`src/rtl/cache_ctrl_nway_pkg.sv`:
```
// cache_types: shared types and helpers for the N-way cache controller.
//   cache_state_t : controller FSM state encoding
//   way_w()       : way-select width for a given associativity
//   plru_victim() : walk a heap-ordered tree-PLRU word to its victim way
//   plru_update() : point every node on a way's path away from that way
// PLRU words are handled at the 8-way maximum (7 bits). Narrower caches
// zero-extend their bits and use only the low WAYS-1 bits of the result.
package cache_types;

  typedef enum logic [1:0] {
    s_hit        = 2'd0,
    s_write_back = 2'd1,
    s_fill       = 2'd2
  } cache_state_t;

  localparam int WAY_MAX_W = 3;

  function automatic int way_w(input int ways);
    return $clog2(ways);
  endfunction

  // Node n has children 2n+1 (lower half) and 2n+2 (upper half).
  // A node bit of 0 sends the walk to the lower half.
  function automatic logic [2:0] plru_victim(input logic [6:0] bits, input int ways);
    logic [2:0] node;
    logic [2:0] way;
    node = '0;
    way  = '0;
    for (int lvl = 0; lvl < WAY_MAX_W; lvl++) begin
      if (lvl < way_w(ways)) begin
        way  = {way[1:0], bits[node]};
        node = {node[1:0], 1'b0} + 3'd1 + {2'b00, bits[node]};
      end
    end
    return way;
  endfunction

  function automatic logic [6:0] plru_update(input logic [6:0] bits, input logic [2:0] way,
                                             input int ways);
    logic [6:0] nb;
    logic [2:0] node;
    logic [2:0] path;
    logic       dir;
    nb   = bits;
    node = '0;
    // Left-align the way number so its MSB picks the branch at the root.
    path = way << (WAY_MAX_W - way_w(ways));
    for (int lvl = 0; lvl < WAY_MAX_W; lvl++) begin
      if (lvl < way_w(ways)) begin
        dir      = path[2];
        nb[node] = ~dir;
        node     = {node[1:0], 1'b0} + 3'd1 + {2'b00, dir};
        path     = path << 1;
      end
    end
    return nb;
  endfunction

endpackage

```
`src/rtl/cache_ctrl_nway_plru_array.sv`:
```
// plru_array: per-set tree pseudo-LRU storage.
//   clk, rst_n    : clock, async active-low clear of every set
//   index         : set being looked up / updated
//   victim        : PLRU victim way of the indexed set
//   access_valid  : update the indexed set for access_way this cycle
//   access_way    : way that was just accessed
module plru_array
  import cache_types::*;
#(
  parameter int WAYS  = 2,
  parameter int IDX_W = 3,
  localparam int WAY_W = $clog2(WAYS)
) (
  input  logic             clk,
  input  logic             rst_n,
  input  logic [IDX_W-1:0] index,
  output logic [WAY_W-1:0] victim,
  input  logic             access_valid,
  input  logic [WAY_W-1:0] access_way
);

  localparam int SETS = 2 ** IDX_W;

  logic [WAYS-2:0] plru_q [SETS];
  logic [6:0]      cur_bits;
  logic [6:0]      upd_bits;
  logic            unused_upd_hi;

  assign cur_bits      = 7'(plru_q[index]);
  assign upd_bits      = plru_update(cur_bits, 3'(access_way), WAYS);
  assign victim        = WAY_W'(plru_victim(cur_bits, WAYS));
  assign unused_upd_hi = ^upd_bits;

  always_ff @(posedge clk or negedge rst_n) begin
    if (!rst_n) begin
      for (int s = 0; s < SETS; s++) plru_q[s] <= '0;
    end else if (access_valid) begin
      plru_q[index] <= upd_bits[WAYS-2:0];
    end
  end

endmodule

```
`src/rtl/cache_ctrl_nway.sv`:
```
// cache_ctrl_nway: write-back, write-allocate controller for an N-way
// set-associative cache datapath.
//   clk, rst_n                : clock, async active-low reset
//   mem_read/mem_write        : CPU request, held until mem_resp
//   mem_index                 : set index of the CPU address
//   mem_resp                  : CPU request complete
//   way_hit/way_valid/way_dirty : per-way status for mem_index
//   pmem_read/pmem_write      : physical memory request, held to pmem_resp
//   pmem_resp                 : physical memory transfer complete
//   w_data/w_tag/w_valid/w_dirty : one-hot array load enables
//   valid_in/dirty_in         : bit values loaded on w_valid/w_dirty
//   datain_sel                : 0 CPU write merge, 1 pmem line
//   pmem_addr_sel             : 0 CPU tag/index, 1 victim tag/index
//   way_sel                   : way routed through the datapath read mux
//
// state        | meaning
// s_hit        | idle / serving hits; a miss picks and latches the victim
// s_write_back | writing the dirty victim line to pmem
// s_fill       | reading the missing line from pmem into the victim way
module cache_ctrl_nway
  import cache_types::*;
#(
  parameter int WAYS  = 2,
  parameter int IDX_W = 3,
  localparam int WAY_W = $clog2(WAYS)
) (
  input  logic             clk,
  input  logic             rst_n,
  input  logic             mem_read,
  input  logic             mem_write,
  input  logic [IDX_W-1:0] mem_index,
  output logic             mem_resp,
  input  logic [WAYS-1:0]  way_hit,
  input  logic [WAYS-1:0]  way_valid,
  input  logic [WAYS-1:0]  way_dirty,
  output logic             pmem_read,
  output logic             pmem_write,
  input  logic             pmem_resp,
  output logic [WAYS-1:0]  w_data,
  output logic [WAYS-1:0]  w_tag,
  output logic [WAYS-1:0]  w_valid,
  output logic [WAYS-1:0]  w_dirty,
  output logic             valid_in,
  output logic             dirty_in,
  output logic             datain_sel,
  output logic             pmem_addr_sel,
  output logic [WAY_W-1:0] way_sel
);

  cache_state_t     state_q, state_d;
  logic [WAY_W-1:0] victim_q;
  logic [WAY_W-1:0] hit_way, inv_way, plru_way, miss_victim;
  logic             hit_any, inv_any, req, miss, access_valid;

  assign req          = mem_read | mem_write;
  assign hit_any      = |way_hit;
  assign inv_any      = ~&way_valid;
  assign miss         = (state_q == s_hit) && req && !hit_any;
  assign access_valid = (state_q == s_hit) && req && hit_any;
  // Empty ways are always filled before anything is evicted.
  assign miss_victim  = inv_any ? inv_way : plru_way;

  // Lowest index wins for both the (illegal) multi-hot hit and invalid search.
  always_comb begin
    hit_way = '0;
    inv_way = '0;
    for (int i = WAYS - 1; i >= 0; i--) begin
      if (way_hit[i])    hit_way = WAY_W'(i);
      if (!way_valid[i]) inv_way = WAY_W'(i);
    end
  end

  plru_array #(
    .WAYS  (WAYS),
    .IDX_W (IDX_W)
  ) u_plru (
    .clk          (clk),
    .rst_n        (rst_n),
    .index        (mem_index),
    .victim       (plru_way),
    .access_valid (access_valid),
    .access_way   (hit_way)
  );

  always_ff @(posedge clk or negedge rst_n) begin
    if (!rst_n) begin
      state_q  <= s_hit;
      victim_q <= '0;
    end else begin
      state_q <= state_d;
      if (miss) victim_q <= miss_victim;
    end
  end

  always_comb begin
    state_d = state_q;
    case (state_q)
      s_hit: begin
        if (miss) begin
          if (way_valid[miss_victim] && way_dirty[miss_victim]) state_d = s_write_back;
          else                                                  state_d = s_fill;
        end
      end
      s_write_back: if (pmem_resp) state_d = s_fill;
      s_fill:       if (pmem_resp) state_d = s_hit;
      default:      state_d = s_hit;
    endcase
  end

  always_comb begin
    mem_resp      = 1'b0;
    pmem_read     = 1'b0;
    pmem_write    = 1'b0;
    w_data        = '0;
    w_tag         = '0;
    w_valid       = '0;
    w_dirty       = '0;
    valid_in      = 1'b0;
    dirty_in      = 1'b0;
    datain_sel    = 1'b0;
    pmem_addr_sel = 1'b0;
    way_sel       = '0;
    case (state_q)
      s_hit: begin
        if (access_valid) begin
          mem_resp = 1'b1;
          way_sel  = hit_way;
          // Write wins when both request strobes are up.
          if (mem_write) begin
            w_data[hit_way]  = 1'b1;
            w_dirty[hit_way] = 1'b1;
            dirty_in         = 1'b1;
          end
        end
      end
      s_write_back: begin
        pmem_write    = 1'b1;
        pmem_addr_sel = 1'b1;
        way_sel       = victim_q;
      end
      s_fill: begin
        pmem_read = 1'b1;
        way_sel   = victim_q;
        if (pmem_resp) begin
          w_data[victim_q]  = 1'b1;
          w_tag[victim_q]   = 1'b1;
          w_valid[victim_q] = 1'b1;
          w_dirty[victim_q] = 1'b1;
          valid_in          = 1'b1;
          datain_sel        = 1'b1;
        end
      end
      default: ;
    endcase
  end

endmodule

```
`config.mk`:
```
export PLATFORM = sky130hd
export DESIGN_NAME = cache_ctrl_nway
export DESIGN_NICKNAME = d
export VERILOG_FILES = /design/src/rtl/cache_ctrl_nway_pkg.sv /design/src/rtl/cache_ctrl_nway_plru_array.sv /design/src/rtl/cache_ctrl_nway.sv
export SDC_FILE = /design/constraint.sdc
export NUM_CORES = 1
export LEC_CHECK = 0
export CORE_AREA = 2 2 48 50
export DETAILED_ROUTE_END_ITERATION = 10
export DIE_AREA = 0 0 50 52
export PLACE_DENSITY = 0.75
export SYNTH_ARGS = -nofsm -noshare
export SYNTH_HDL_FRONTEND = slang
export SYNTH_HIERARCHICAL = 1
export SYNTH_SLANG_ARGS = --single-unit
```
`constraint.sdc`:
```
create_clock -name clk -period 2.9 [get_ports clk]
set_input_delay 0.58 -clock clk [delete_from_list [all_inputs] [get_ports clk]]
set_output_delay 0.58 -clock clk [all_outputs]
set_load 0.01 [all_outputs]
```
==> metrics.cfg, run 1 <==
[drt]
avgViaCountPerCell=5.101
routed_wl_um=1700
post_drt_wl_per_cell_um=12.32
drc=0
postRouteAntennaNets=0
dr.pass1.iters=4
initialDrtViolationCount=6
vias=704

[yosys]
synthAdderAreaFrac=0.05822
yosysSeqAreaShare=0.3202
synth_nets=104
yosysUniqueCellTypes=34
yosys.area_share.simple=0.1878
synthesis.area_sq_um=859.6
yosysWarnings=6
syn-instance-count=86
synth_xor_area_frac=0
synth_top_family_by_area=multiplexers
synth.avg_cell_area_sq_um=9.995
synth_compound_area_frac=0.1063
synth_mux_area_frac=0.1907
ys_seq_elements=11

[clock_tree]
clock_sinks=11
numCtsBuffers=3
clockBufferDepth=2
clk_pin_slew_ps=60
worstSkewPairLatency_ps=270
postCtsSetupBuffers=0
cts_tree=done
holdBufCountCts=0
cts_root_buffer=clkbuf_4
ctsHtreeMaxLevel=1
cts.repair.resized=0

[layout]
drive_gt1_frac=0.1455
n_fill_cell=184
diodes=0
syn2layout_area_growth_pct=34.21
final_area_sq_mm=0.001154
layout_commonest_cell=clkdlybuf4s50_1
ff_latch_area_sq_um=275.3
layout_common_cells=29 x clkdlybuf4s50_1, 12 x inv_1, 11 x dfrtp_1
nets=129
multiInputGateArea_sq_um=466.7

[sta]
hold_viol=0
setup_violations=0
tightest_slew_ps=510.5
relSlewSlack=0.6586
max_freq_mhz=371.3
fin_crit_sh=0.9286
maxSlewViolCount=0
rsz0062_at_grt=no
fin_skew_ps=3.455
min_period_ps=2693

[setup_path]
path_common_cell=clkdlybuf4s50_1
timing.rr.end=state_q[1]
cp.arrival_ps=2110
path_cells=clkdlybuf4s50_1 > and2b_2 > a31o_2 > clkdlybuf4s50_1
r2r-start=u_plru/plru_q[2]
crit_type=primary input to output port
r2r_slack_ps=760
critPathSlowestCell=clkdlybuf4s50_1
required_ps=2320
reg2reg_depth=5
crit_path_start_kind=primary input
cp_max_fo=10
endpoint_kind=output port
crit_path_max_incr_delay_ps=490

[hold_path]
min_to=u_plru/plru_q[5]
min_from=u_plru/plru_q[5]
hold_class=flop to flop
hold_depth=2

[pwr]
leakagePower_uw=0.0005203
powerDensity_mw_per_mm2=715.3
report.power.total_uw=825.2
vdd_drop_max_mv=0.3878

[floorplanning]
dieArea_sq_mm=0.002600
coreArea_sq_mm=0.002106
initial_core_util=0.4082
ioPinCount=30
die_h_um=52
rows=17
die_x_um=50

[flow_run]
max_cap_viol_count=0

[global_routing]
grt_pass1_vias=732
gr-max-usage-layer=met2
use_met2=0.2632
grt_pass1_wl_um=3105
antenna_found_initial=0
grtUsageMet3=0.04310
grt_max_degree=12
grt_use_met1=0.1858
overflow=0
track_usage=0.1601

[placement]
gp_congestion=0.7873
dp_hpwl_um=1367
place_area_sq_mm=0.001127
io_buffer_count=29

[outcome]
run_status=finished clean

-- kinds of logic after synthesis --
family | Yosys count
buffers and inverters | 23
and+or+nand+nor | 23
muxes | 13
AOI/OAI and AO/OA | 12
DFF | 11
adders and majority gates | 4
-- synth_stat cells --
cell,n,area share
nor4bb_1,1,0.012
and3_1,1,0.0073
nand4_1,1,0.0073
o21ai_0,2,0.012
dfrtp_1,11,0.32
buf_4,6,0.052
clkbuf_2,1,0.0058
o211ai_1,1,0.0087
o311a_1,1,0.012
o21a_1,1,0.0087
and2b_2,1,0.010
and2_2,2,0.017
o21ai_1,1,0.0058
nand4b_1,3,0.031
buf_6,1,0.013
inv_1,12,0.052
o221ai_1,1,0.010
o31ai_1,1,0.0087
and3_2,1,0.0087
mux2_2,1,0.013
or2_1,1,0.0073
ha_1,4,0.058
and4bb_2,2,0.029
a31o_2,2,0.020
nor2_1,4,0.017
nand2_1,4,0.017
or4_4,1,0.013
clkbuf_1,2,0.0087
mux2i_1,10,0.12
nor4b_1,1,0.010
o21ba_2,1,0.012
mux4_1,2,0.061
a22oi_1,1,0.0087
buf_1,1,0.0044
-- where the power goes --
group,internal [uW],switching (uW)
Sequential,219,41.6
Clock,53.4,52.3
Combinational,259,200
Total,531,294
-- flip-flops by register name, summed over array words and instances, names as in the netlist --
register       cells
u_plru/plru_q      8
state_q            2
victim_q           1
-- worst max path at each step --
stage            startpoint    endpoint  cells after the start
4_1_cts          way_hit[0]  w_dirty[1]                      4
3_3_place_gp   mem_index[0]  state_q[1]                      6
2_1_floorplan  mem_index[0]  state_q[1]                      6
6_report         way_hit[0]   w_data[1]                      4
3_5_place_dp   mem_index[0]  state_q[1]                      6
5_1_grt        mem_index[0]  state_q[1]                      6
-- layout make-up --
type | count | area share
multi-input combinational | 52 | 0.4046
timing repair buffer | 31 | 0.2646
sequential | 11 | 0.2386
inverter | 12 | 0.03905
tap | 28 | 0.03037
clock buffer | 4 | 0.02278
-- metrics by stage --
stage | TNS, ps | instances | hold WS (ps) | setup slack, ps | utilization
2_1_floorplan | 0 | 86 | 284.4 | 482.9 | -
3_3_place_gp | -6.426 | 134 | 504.2 | -6.426 | 0.5354
3_5_place_dp | -67.25 | 134 | 513.9 | -67.25 | 0.5354
4_1_cts | 0 | 138 | 523.6 | 195.0 | 0.5478
5_1_grt | 0 | 138 | 548.6 | 121.6 | 0.5478
6_report | 0 | 138 | 524.1 | 206.9 | 0.5478
-- routing by layer --
layer  up-vias  wire length (um)
li1        346                 -
met1       325               759
met2        31               782
met3         2               128
met4         0                30
met5         -                 0
-- critical path, delay by kind of cell --
kind / cells / cell delay (ps)
AOI/OAI and AO/OA: 1 / 280
buffers and inverters: 2 / 960
and+or+nand+nor: 1 / 300
Power figures use the tool's default switching activity.
==> run 2, diff against run 1 <==
--- a/config.mk
+++ b/config.mk
@@ -5,11 +5,10 @@
 export SDC_FILE = /design/constraint.sdc
 export NUM_CORES = 1
 export LEC_CHECK = 0
-export CORE_AREA = 2 2 48 50
+export CORE_AREA = 2 2 47 49
 export DETAILED_ROUTE_END_ITERATION = 10
-export DIE_AREA = 0 0 50 52
-export PLACE_DENSITY = 0.75
+export DIE_AREA = 0 0 49 51
+export PLACE_DENSITY = 0.73
 export SYNTH_ARGS = -nofsm -noshare
 export SYNTH_HDL_FRONTEND = slang
-export SYNTH_HIERARCHICAL = 1
 export SYNTH_SLANG_ARGS = --single-unit
==> run 2 against run 1 <==
- global-route usage is 1.7 points lower
- non-clock buffer count is the same
- sequential share of layout area rose by 1.4 points
- first-iteration DRC count fell by 50%
- hold slack got worse by 23 ps
- largest cell class unchanged
==> metrics.cfg, run 2 <==
[outcome]
run_status=finished clean

[hold_path]
hold_depth=1
min_from=u_plru.plru_q[7]
hold_class=flop to flop
min_to=u_plru.plru_q[7]

[sta]
fin_skew_ps=2.219
maxSlewViolCount=0
tightest_slew_ps=482.3
fin_crit_sh=0.9483
max_freq_mhz=363.6
setup_violations=0
min_period_ps=2750
hold_viol=0
relSlewSlack=0.6775
fin_setup_tns_ps=0
rsz0062_at_grt=no

[yosys]
synth.top_cell.area_share=0.3520
yosysWarnings=0
yosysSeqAreaShare=0.3520
yosys.area.top_type=dfrtp_1
yosysUniqueCellTypes=28
yosysMostFrequentCell=dfrtp_1
synth_edf_count=0
synth_area_leaders=dfrtp_1 35%, mux2_2 14%, mux4_1 6.7%
async_flop_share=1.000
synthesis.area_sq_um=782.0
ys_seq_elements=11
syn-instance-count=76
ys.flop_type=dfrtp_1
synthTopCellsByCount=11 x dfrtp_1, 10 x mux2_2, 7 x nor2_1
synth.avg_cell_area_sq_um=10.29
synth_nets=94

[drt]
routed_wl_um=1657
avgViaCountPerCell=4.923
dr.pass1.iters=4
drc=0
postRouteAntennaNets=0
initialDrtViolationCount=3
post_drt_wl_per_cell_um=12.75
vias=640

[layout]
diodes=0
nets=121
largest-register=u_plru.plru_q
syn2layout_area_growth_pct=39.52
largest_register_ffs=8
reg_top3=u_plru.plru_q: 8 flops, state_q: 2 flops, victim_q: 1 flops
layout_commonest_cell=clkdlybuf4s50_1
drive_gt1_frac=0.1667
layout_common_cells=29 x clkdlybuf4s50_1, 11 x dfrtp_1, 10 x mux2_2

[floorplanning]
dieArea_sq_mm=0.002499
die_x_um=49
die_h_um=51
initial_core_util=0.3790
coreArea_sq_mm=0.002063
ioPinCount=30
rows=17

[setup_path]
crit_path_start_kind=primary input
reg2reg_depth=6
cp_max_fo=4
crit_type=primary input to output port
required_ps=2320
timing.rr.end=state_q[1]
cp.arrival_ps=2170
endpoint_kind=output port
r2r-start=state_q[1]
r2r_slack_ps=990

[global_routing]
antenna_found_initial=0
grt_pass1_vias=619
grt_max_degree=12
grt_pass1_wl_um=2697
overflow=0
track_usage=0.1429

[flow_run]
max_cap_viol_count=0

[pwr]
pwr-share-seq=0.327
powerDensity_mw_per_mm2=731.9
p_switching_uw=262.3
leakagePower_uw=0.0004553
switching_share=0.3285
report.power.total_uw=798.5
clkPwrFrac=0.127
vdd_drop_max_mv=0.3478
p_int_uw=536.2
power_frac_comb=0.546

[clock_tree]
cts_tree=done
numCtsBuffers=3
holdBufCountCts=0
clock_sinks=11
worstSkewPairLatency_ps=260
postCtsSetupBuffers=0
clk_pin_slew_ps=70
ctsHtreeMaxLevel=1
clockBufferDepth=2
cts.repair.resized=0
cts_root_buffer=clkbuf_4

[placement]
gp_congestion=0.7656
io_buffer_count=29
dp_hpwl_um=1424

[run 2: changes by cell type after synthesis, moves of 3 or more]
cell	change
nor2_1	+3
mux2_2	+9
nand4b_1	-3
inv_1	-8
mux2i_1	-9
a21o_1	+3
[run 2: kinds of logic (layout without fill, tap and decap cells)]
logic type	after synthesis	after routing	synth area share
AO/OA/AOI/OAI	11	11	0.1088
AND/OR/NAND/NOR	24	24	0.1584
adder cells (fa/ha/maj)	4	4	0.06400
buffers and inverters	13	39	0.09279
flip-flops	11	11	0.3520
multiplexers	13	13	0.2240
[run 2: cell type report]
type / instances / area (sq um)
clock buffers: 4 / 26.28
fillers: 202 / 972.2
inverters: 4 / 15.01
multi-input cells: 52 / 434.2
flip-flops and latches: 11 / 275.3
well taps: 28 / 35.03
repair buffers: 31 / 305.3
[run 2: layer usage]
metal	global-route usage	vias to the layer above	wire [um]
met5	0	-	0
met4	0.02857	0	9
met1	0.1586	310	722
met2	0.2648	10	874
met3	0.04971	2	50
li1	-	318	-
[run 2: worst max-delay path by stage]
stage	depth (start not counted)	startpoint	slack (ps)	endpoint
2_1_floorplan	4	way_hit[1]	850	w_dirty[0]
3_3_place_gp	5	way_hit[1]	160	w_data[0]
3_5_place_dp	5	way_hit[1]	140	w_dirty[0]
4_1_cts	5	way_hit[1]	140	w_dirty[0]
5_1_grt	5	way_hit[1]	90	w_data[0]
6_report	5	way_hit[1]	150	w_dirty[0]
[run 2: critical path, cell delays in order]
cell             delay [ps]
clkdlybuf4s50_1         430
o221a_2                 320
and2_1                  170
a21o_1                  180
clkdlybuf4s50_1         480
[run 2: stage by stage]
stage / cells / hold WS (ps) / cell area (sq um) / setup slack [ps] / util
6_report: 130 / 501.1 / 1091 / 150.1 / 0.5288
3_5_place_dp: 126 / 489.6 / 1065 / 141.3 / 0.5161
5_1_grt: 130 / 527.3 / 1091 / 90.83 / 0.5288
4_1_cts: 130 / 506.4 / 1091 / 135.8 / 0.5288
3_3_place_gp: 126 / 478.6 / 1065 / 159.2 / 0.5161
2_1_floorplan: 76 / 284.4 / 782.0 / 854.6 / -
[run 2: power by group through the flow]
stage | combinational [uW] | clock [uW] | sequential, uW
2_1_floorplan | 282 | 0 | 253
3_3_place_gp | 429 | 0 | 261
3_5_place_dp | 438 | 0 | 266
4_1_cts | 440 | 107 | 262
5_1_grt | 472 | 116 | 271
6_report | 436 | 101 | 261
